### src/rtl/tla_pkg.sv
// Shared definitions for the TLA capture controller: FSM state encoding and
// the width of the {overflow, sample} word written to the capture RAM.
package tla_pkg;

  typedef enum logic [2:0] {
    ST_IDLE = 3'd0,
    ST_REQ  = 3'd1,
    ST_CAPT = 3'd2,
    ST_CMPT = 3'd3,
    ST_REL  = 3'd4
  } cap_state_e;

  localparam int unsigned ADC_W_DEF      = 14;
  localparam int unsigned CAP_WORD_W_DEF = ADC_W_DEF + 1;

  // The RAM word carries the overflow flag above the sample bits.
  function automatic int unsigned cap_word_w(input int unsigned adc_w);
    return adc_w + 1;
  endfunction

endpackage

### src/rtl/tla_sat_cnt.sv
// Saturating up-counter with synchronous clear; holds at all-ones.
module tla_sat_cnt #(
  parameter int unsigned W = 16
) (
  input  logic         clk_i,
  input  logic         rst_i,
  input  logic         clr_i,
  input  logic         inc_i,
  output logic [W-1:0] cnt_o
);

  logic [W-1:0] cnt_q, cnt_d;

  always_comb begin
    // NOTE: default first so every path assigns cnt_d and no latch is inferred.
    cnt_d = cnt_q;
    if (clr_i) begin
      cnt_d = '0;
    end else if (inc_i && (cnt_q != '1)) begin
      cnt_d = cnt_q + 1'b1;
    end
  end

  always_ff @(posedge clk_i) begin
    if (rst_i) begin
      cnt_q <= '0;
    end else begin
      cnt_q <= cnt_d;
    end
  end

  assign cnt_o = cnt_q;

endmodule

### src/rtl/tla_cap_ctrl.sv
// Capture controller: four-phase trigger handshake with the analog side, then
// len samples {of, data} written to the capture RAM with one clock of latency.
module tla_cap_ctrl
  import tla_pkg::*;
#(
  parameter int unsigned ADC0_0 = 14,
  parameter int unsigned ADC0_2 = 2,
  parameter int unsigned CAP0_0 = 16,
  parameter int unsigned CAP0_1 = 1024
) (
  input  logic                  Gc_clk125,
  input  logic                  Gc_rst,
  input  logic                  Gc_cap_start,
  input  logic                  Gc_cap_abort,
  input  logic [CAP0_0-1:0]     Gc_cap_len,
  input  logic [ADC0_2-1:0]     Gc_phase_sel,
  input  logic                  Gc_adc_of,
  input  logic [ADC0_0-1:0]     Gc_adc_data,
  input  logic                  Gc_capr_rdy,
  output logic                  Gc_cap_trig,
  output logic                  Gc_cap_cmpt,
  output logic [ADC0_2-1:0]     Gc_cap_phase,
  output logic                  Gc_wr_en,
  output logic [CAP0_0-1:0]     Gc_wr_addr,
  output logic [ADC0_0:0]       Gc_wr_data,
  output logic                  Gc_cap_busy,
  output logic                  Gc_cap_done,
  output logic                  Gc_cap_err,
  output logic [CAP0_0-1:0]     Gc_of_cnt
);

  localparam int unsigned WORD_W = cap_word_w(ADC0_0);
  localparam int unsigned TMO_W  = (CAP0_1 > 2) ? $clog2(CAP0_1) : 1;
  localparam logic [TMO_W-1:0] TMO_LAST = TMO_W'(CAP0_1 - 1);

  cap_state_e          state_q;
  logic                trig_q, cmpt_q, done_q, err_q, wr_en_q;
  logic [CAP0_0-1:0]   wr_addr_q, len_q, idx_q;
  logic [WORD_W-1:0]   wr_data_q;
  logic [ADC0_2-1:0]   phase_q;
  logic [TMO_W-1:0]    tmo_q;

  logic abort_act, start_ok, of_inc;

  // Abort only matters once a capture is in flight, and it outranks a start.
  assign abort_act = Gc_cap_abort && (state_q != ST_IDLE);
  assign start_ok  = Gc_cap_start && !Gc_cap_abort && !Gc_capr_rdy && (state_q == ST_IDLE);
  assign of_inc    = (state_q == ST_CAPT) && !abort_act && Gc_adc_of;

  always_ff @(posedge Gc_clk125) begin
    if (Gc_rst) begin
      state_q   <= ST_IDLE;
      trig_q    <= 1'b0;
      cmpt_q    <= 1'b0;
      done_q    <= 1'b0;
      err_q     <= 1'b0;
      wr_en_q   <= 1'b0;
      wr_addr_q <= '0;
      wr_data_q <= '0;
      len_q     <= '0;
      idx_q     <= '0;
      phase_q   <= '0;
      tmo_q     <= '0;
    end else begin
      // NOTE: non-blocking assignments so every register updates from pre-edge values.
      done_q  <= 1'b0;
      err_q   <= 1'b0;
      wr_en_q <= 1'b0;
      if (abort_act) begin
        trig_q  <= 1'b0;
        cmpt_q  <= 1'b0;
        state_q <= ST_REL;
      end else begin
        unique case (state_q)
          ST_IDLE: begin
            if (start_ok) begin
              len_q     <= Gc_cap_len;
              phase_q   <= Gc_phase_sel;
              wr_addr_q <= '0;
              idx_q     <= '0;
              tmo_q     <= '0;
              trig_q    <= 1'b1;
              state_q   <= ST_REQ;
            end
          end
          ST_REQ: begin
            // rdy is tested before the timeout so it wins a same-cycle tie.
            if (Gc_capr_rdy) begin
              if (len_q == '0) begin
                trig_q  <= 1'b0;
                cmpt_q  <= 1'b1;
                state_q <= ST_CMPT;
              end else begin
                state_q <= ST_CAPT;
              end
            end else if (tmo_q == TMO_LAST) begin
              trig_q  <= 1'b0;
              err_q   <= 1'b1;
              state_q <= ST_REL;
            end else begin
              tmo_q <= tmo_q + 1'b1;
            end
          end
          ST_CAPT: begin
            wr_en_q   <= 1'b1;
            wr_addr_q <= idx_q;
            wr_data_q <= {Gc_adc_of, Gc_adc_data};
            idx_q     <= idx_q + 1'b1;
            if (idx_q == (len_q - 1'b1)) begin
              trig_q  <= 1'b0;
              cmpt_q  <= 1'b1;
              state_q <= ST_CMPT;
            end
          end
          ST_CMPT: begin
            if (!Gc_capr_rdy) begin
              cmpt_q  <= 1'b0;
              done_q  <= 1'b1;
              state_q <= ST_IDLE;
            end
          end
          ST_REL: begin
            if (!Gc_capr_rdy) begin
              state_q <= ST_IDLE;
            end
          end
          default: state_q <= ST_IDLE;
        endcase
      end
    end
  end

  tla_sat_cnt #(.W(CAP0_0)) u_of_cnt (
    .clk_i (Gc_clk125),
    .rst_i (Gc_rst),
    .clr_i (start_ok),
    .inc_i (of_inc),
    .cnt_o (Gc_of_cnt)
  );

  assign Gc_cap_trig  = trig_q;
  assign Gc_cap_cmpt  = cmpt_q;
  assign Gc_cap_phase = phase_q;
  assign Gc_wr_en     = wr_en_q && !abort_act;
  assign Gc_wr_addr   = wr_addr_q;
  assign Gc_wr_data   = wr_data_q;
  assign Gc_cap_busy  = (state_q != ST_IDLE);
  assign Gc_cap_done  = done_q;
  assign Gc_cap_err   = err_q;

endmodule

### config.mk
export PLATFORM = sky130hd
export DESIGN_NAME = tla_cap_ctrl
export DESIGN_NICKNAME = d
export VERILOG_FILES = /design/src/rtl/tla_pkg.sv /design/src/rtl/tla_sat_cnt.sv /design/src/rtl/tla_cap_ctrl.sv
export SDC_FILE = /design/constraint.sdc
export NUM_CORES = 1
export LEC_CHECK = 0
export BUFFER_PORTS_ARGS = -buffer_cell sky130_fd_sc_hd__buf_2
export CAP_MARGIN = 0
export CELL_PAD_IN_SITES_DETAIL_PLACEMENT = 0
export CELL_PAD_IN_SITES_GLOBAL_PLACEMENT = 2
export CORE_ASPECT_RATIO = 1.1
export CORE_MARGIN = 10
export CORE_UTILIZATION = 35
export DETAILED_ROUTE_END_ITERATION = 8
export PLACE_DENSITY = 0.9
export RECOVER_POWER = 100
export SETUP_SLACK_MARGIN = 0.1
export SYNTH_ARGS = -nofsm -noshare
export SYNTH_HDL_FRONTEND = slang
export SYNTH_SLANG_ARGS = --single-unit
### constraint.sdc
create_clock -name Gc_clk125 -period 5.1 [get_ports Gc_clk125]
set_input_delay 0.255 -clock Gc_clk125 [delete_from_list [all_inputs] [get_ports Gc_clk125]]
set_output_delay 0.255 -clock Gc_clk125 [all_outputs]
set_load 0.01 [all_outputs]
==> flow_results.org <==
** Outcome
- Run status :: completed

** Pwr
- Internal power comes to about 1.5 mW.
- Part of the power in the clock network :: 0.408
- VDD sags by at most approximately 0.15 mV.
- Total power of the final layout :: 2.071 mW
- The share of total power dissipated in sequential elements is 0.415.
- In this run the power spent charging and discharging nets is a little under 0.6 mW.
- For this design the static power due to leakage is roughly 1.9 nW.
- The share of total power dissipated in combinational logic is 0.177.
- Power density of the placed cells :: between 300 and 400 nW/um2
- Of the total power, the share spent switching nets is 0.2789.

** Clock network
- Clock slew seen by the registers of the worst setup and hold paths :: 70 ps
- Counting every sink on the clock net gives 99.
- Maximum buffer depth of the clock tree :: 2
- Number of cells upsized or downsized after cts :: 0
- The clock tree synthesis step divided the H-tree into 3 levels.
- Post CTS Setup Buffer Count :: 0
- Hold bufs inserted after CTS :: 0
- TritonCTS Buffers :: 9
- Clock latency at the later pin of the worst-skew pair :: about 350 ps
- TritonCTS clock tree :: built
- Cell at the root of the clock tree :: sky130_fd_sc_hd__clkbuf_16

** Critical path
- Data required time of the critical path :: about 5300 ps
- Along the worst path, the maximum fanout reaches just over 40.
- Cell class contributing the biggest share of worst-path delay :: simple AND/OR/NAND/NOR gates
- Library cell contributing the largest single delay on the critical path :: sky130_fd_sc_hd__nand2_1
- The critical path is of the flop to flop type.
- The worst setup path is captured at a flop.
- Register-to-register setup slack :: around 1400 ps
- Ordered list of cells on the worst path :: or3_1 > or4b_1 > nand2_1 > nor2_4 > a22o_1
- The worst register-to-register path has a depth of 5.
- The critical path crosses 5 cells after its start point.
- Number of buffer and inverter instances along the worst setup path :: 0
- Delay of the slowest critical-path stage :: 1160 ps
- Kind of start point of the critical path :: flop
- Crit path DAT :: 3970 ps

** Flow run
- The tool flagged a number of max-cap violations equal to 0.

** Timing
- Final period utilization :: 0.7313
- Final period demand of the worst path :: ~3700 ps
- Setup violations remaining at the end of the flow were counted as 0.
- Setup repair after global routing left no endpoint under its margin.
- Maximum clock skew at final layout :: approximately 7.1 ps
- Summed negative setup slack over all endpoints :: 0 ps
- Max Fclk :: roughly 0.27 GHz
- Hold Violations, Final :: 0
- At the pin with the least slew margin, the transition time is roughly 1400 ps.
- Headroom to the max-slew limit came out at 0.06131.
- The number of pins with negative max-slew slack in the final report is 0.

** Routing
- Total Wirelength :: about 12 mm
- After detailed routing, the number of remaining DRC violations is 0.
- Once detail routing completed, the nets flagged for antenna violations numbered 0.
- Count of TritonRoute iterations in the first routing pass :: 4
- Via total after detailed routing :: 3,930
- Dividing the detail-routed via count by the number of cells gives about 5.
- The detailed router finished its first iteration with between 200 and 250 violations.
- In the final routed layout, each cell accounts on average for around 15 um.

** Placement
- Weighted congestion at the end of routability-driven global placement :: 0.8007
- DP HPWL :: a little under 9 mm
- During placement, the flow inserted port buffers numbering between 90 and 100.

** GRT
- Summed over all layers, the global routing overflow is 0.
- The first global-routing pass estimated just under 20 mm of wire.
- Number of antenna violations at the first check in global routing :: 0
- The number of global-route vias before repair came to slightly below 4,000.
- Entering global routing, the biggest net connects 42 pins.
- Tot GR Track Use :: 0.1354

** Synth
- Syn_nets :: approximately 580
- For this run, the number of Yosys warnings is 0.
- In the synthesized netlist the async set-or-reset flop fraction comes to 0.
- Synth Register Bits :: 99
- For this run, the leading register cell type out of synthesis is sky130_fd_sc_hd__dfxtp_1.
- EDFF count, synth :: 0
- Cells after Synth :: 535
- Sequential share of the synthesized area :: 0.4379
- Yosys mapped the design onto 57 distinct sky130hd cell types.
- The cell area that synthesis handed to floorplanning was 4526 um2.
- A synthesized cell averages approximately 8.5 um2.

** Finish
- The number of antenna diodes in the final layout is 0.
- Final #Nets :: approximately 650
- Fraction of final layout cells sized beyond drive strength 1 :: 0.1088
- The library cells used most frequently in the layout, excluding fill and tap cells, are sky130_fd_sc_hd__dfxtp_1 (99), sky130_fd_sc_hd__nand2_1 (88), sky130_fd_sc_hd__clkbuf_1 (55), sky130_fd_sc_hd__nor2_1 (52), sky130_fd_sc_hd__a21oi_1 (51).
- Most common library cell in the layout ignoring fill and taps :: sky130_fd_sc_hd__dfxtp_1
- Final core utilization :: 0.4223
- Filler cell count :: roughly 1,300
- Syn-to-layout area delta :: 17.97%

** Floorplanning
- The floorplan step defined a core boundary enclosing 12,640 um2.
- Chip width :: about 130 um
- During I/O placement, the number of pins put on the boundary was between 90 and 100.
- The die covers between 15,000 and 20,000 um2.
- Die Span Y :: 139.3 um
- Effective utilization at floorplan :: 0.3579
- After floorplanning, the core was divided into 43 placement rows.

** Worst hold path
- The worst hold path was traced through 3 stages.
- Hold Path Class :: primary input to flop
sequential cells by signal, indices dropped and copies added, names as in the netlist:
register	flops
Gc_cap_done	1
Gc_cap_phase	2
state_q	3
tmo_q	10
Gc_cap_cmpt	1
Gc_wr_addr	16
Gc_cap_trig	1
Gc_cap_err	1
u_of_cnt.cnt_o	16
idx_q	16
wr_en_q	1
len_q	16
Gc_wr_data	15
power groups by stage:
stage | Clock (mW) | Combinational, mW | Sequential (mW)
3_5_place_dp | 0 | 0.376 | 0.879
4_1_cts | 0.866 | 0.380 | 0.861
3_3_place_gp | 0 | 0.369 | 0.875
2_1_floorplan | 0 | 0.324 | 0.845
6_report | 0.844 | 0.367 | 0.860
5_1_grt | 0.901 | 0.413 | 0.866
through the flow:
step | instance area [um2] | std cells | setup WS, ps | hold WS [ps]
final | 5339 | 773 | 1370 | 134.7
after global routing | 5339 | 773 | 1074 | 123.3
after floorplan | 4526 | 535 | 2985 | 391.0
after global placement | 5056 | 756 | 2179 | 438.5
after detailed placement | 5056 | 756 | 2067 | 444.1
after CTS | 5431 | 772 | 2058 | 119.3
cell type report:
class                      count  area, um2  area share
clock buffer                  10      239.0     0.04476
clock inverter                 6      136.4     0.02554
inverter                      11      41.29    0.007734
multi-input combinational    396       2340      0.4382
sequential                    99       1982      0.3712
tap                          157      196.4     0.03679
timing repair buffer          94      404.1     0.07570
worst min-delay path: cells and delay by family:
| family | cells | cell delay, ps |
|---|---|---|
| buf+inv | 1 | 90 |
| compound gates | 1 | 50 |
| simple gates | 1 | 40 |
cells in the mapped netlist, drive strengths merged, types with 2 or more instances:
cell type  number  area share
a31oi           3      0.0041
nor3           12       0.014
nand3          15       0.018
clkbuf         15       0.012
mux2i           3      0.0066
o21ai          15       0.017
nand2          88       0.075
buf            14       0.017
xor2           29       0.056
nor2           53       0.046
and3            6      0.0083
nand4          15       0.022
or2             3      0.0041
dfxtp          99        0.44
nor4b           3       0.011
o211ai          3      0.0050
nor3b           2      0.0033
o31ai           2      0.0033
a21oi          52       0.058
or3            11       0.015
nor4            6       0.012
nand3b          3      0.0050
xnor2          26       0.050
and2            3      0.0041
ha              4       0.011
a22o           17       0.033
inv            11      0.0091
nor2b           4      0.0055
nand4b          2      0.0039
a211oi          3      0.0072
final timing paths:
path                        from              to
setup / recovery      state_q[2]  Gc_wr_addr[10]
hold / removal    Gc_adc_data[0]   Gc_wr_data[0]
setup reg to reg      state_q[2]  Gc_wr_addr[10]
hold reg to reg    Gc_wr_data[4]   Gc_wr_data[4]
cells by family (layout without fill, tap and decap cells):
kind of cell               after synthesis  after routing  synth area share
AOI/OAI and AO/OA                      104            104            0.1460
and+or+nand+nor                        230            230            0.2532
adders and majority gates                4              4           0.01106
muxes                                    3              3          0.006636
buffers and inverters                   40            121           0.03870
xor gates and xnor gates                55             55            0.1064
DFF                                     99             99            0.4379
metal layers:
metal | share of wire | track usage
met2 | 0.47 | 0.2065
met1 | 0.47 | 0.1729
met5 | 0 | 0
met4 | 0.017 | 0.05694
met3 | 0.043 | 0.03951
No activity file was read; power rests on OpenSTA's default activity.
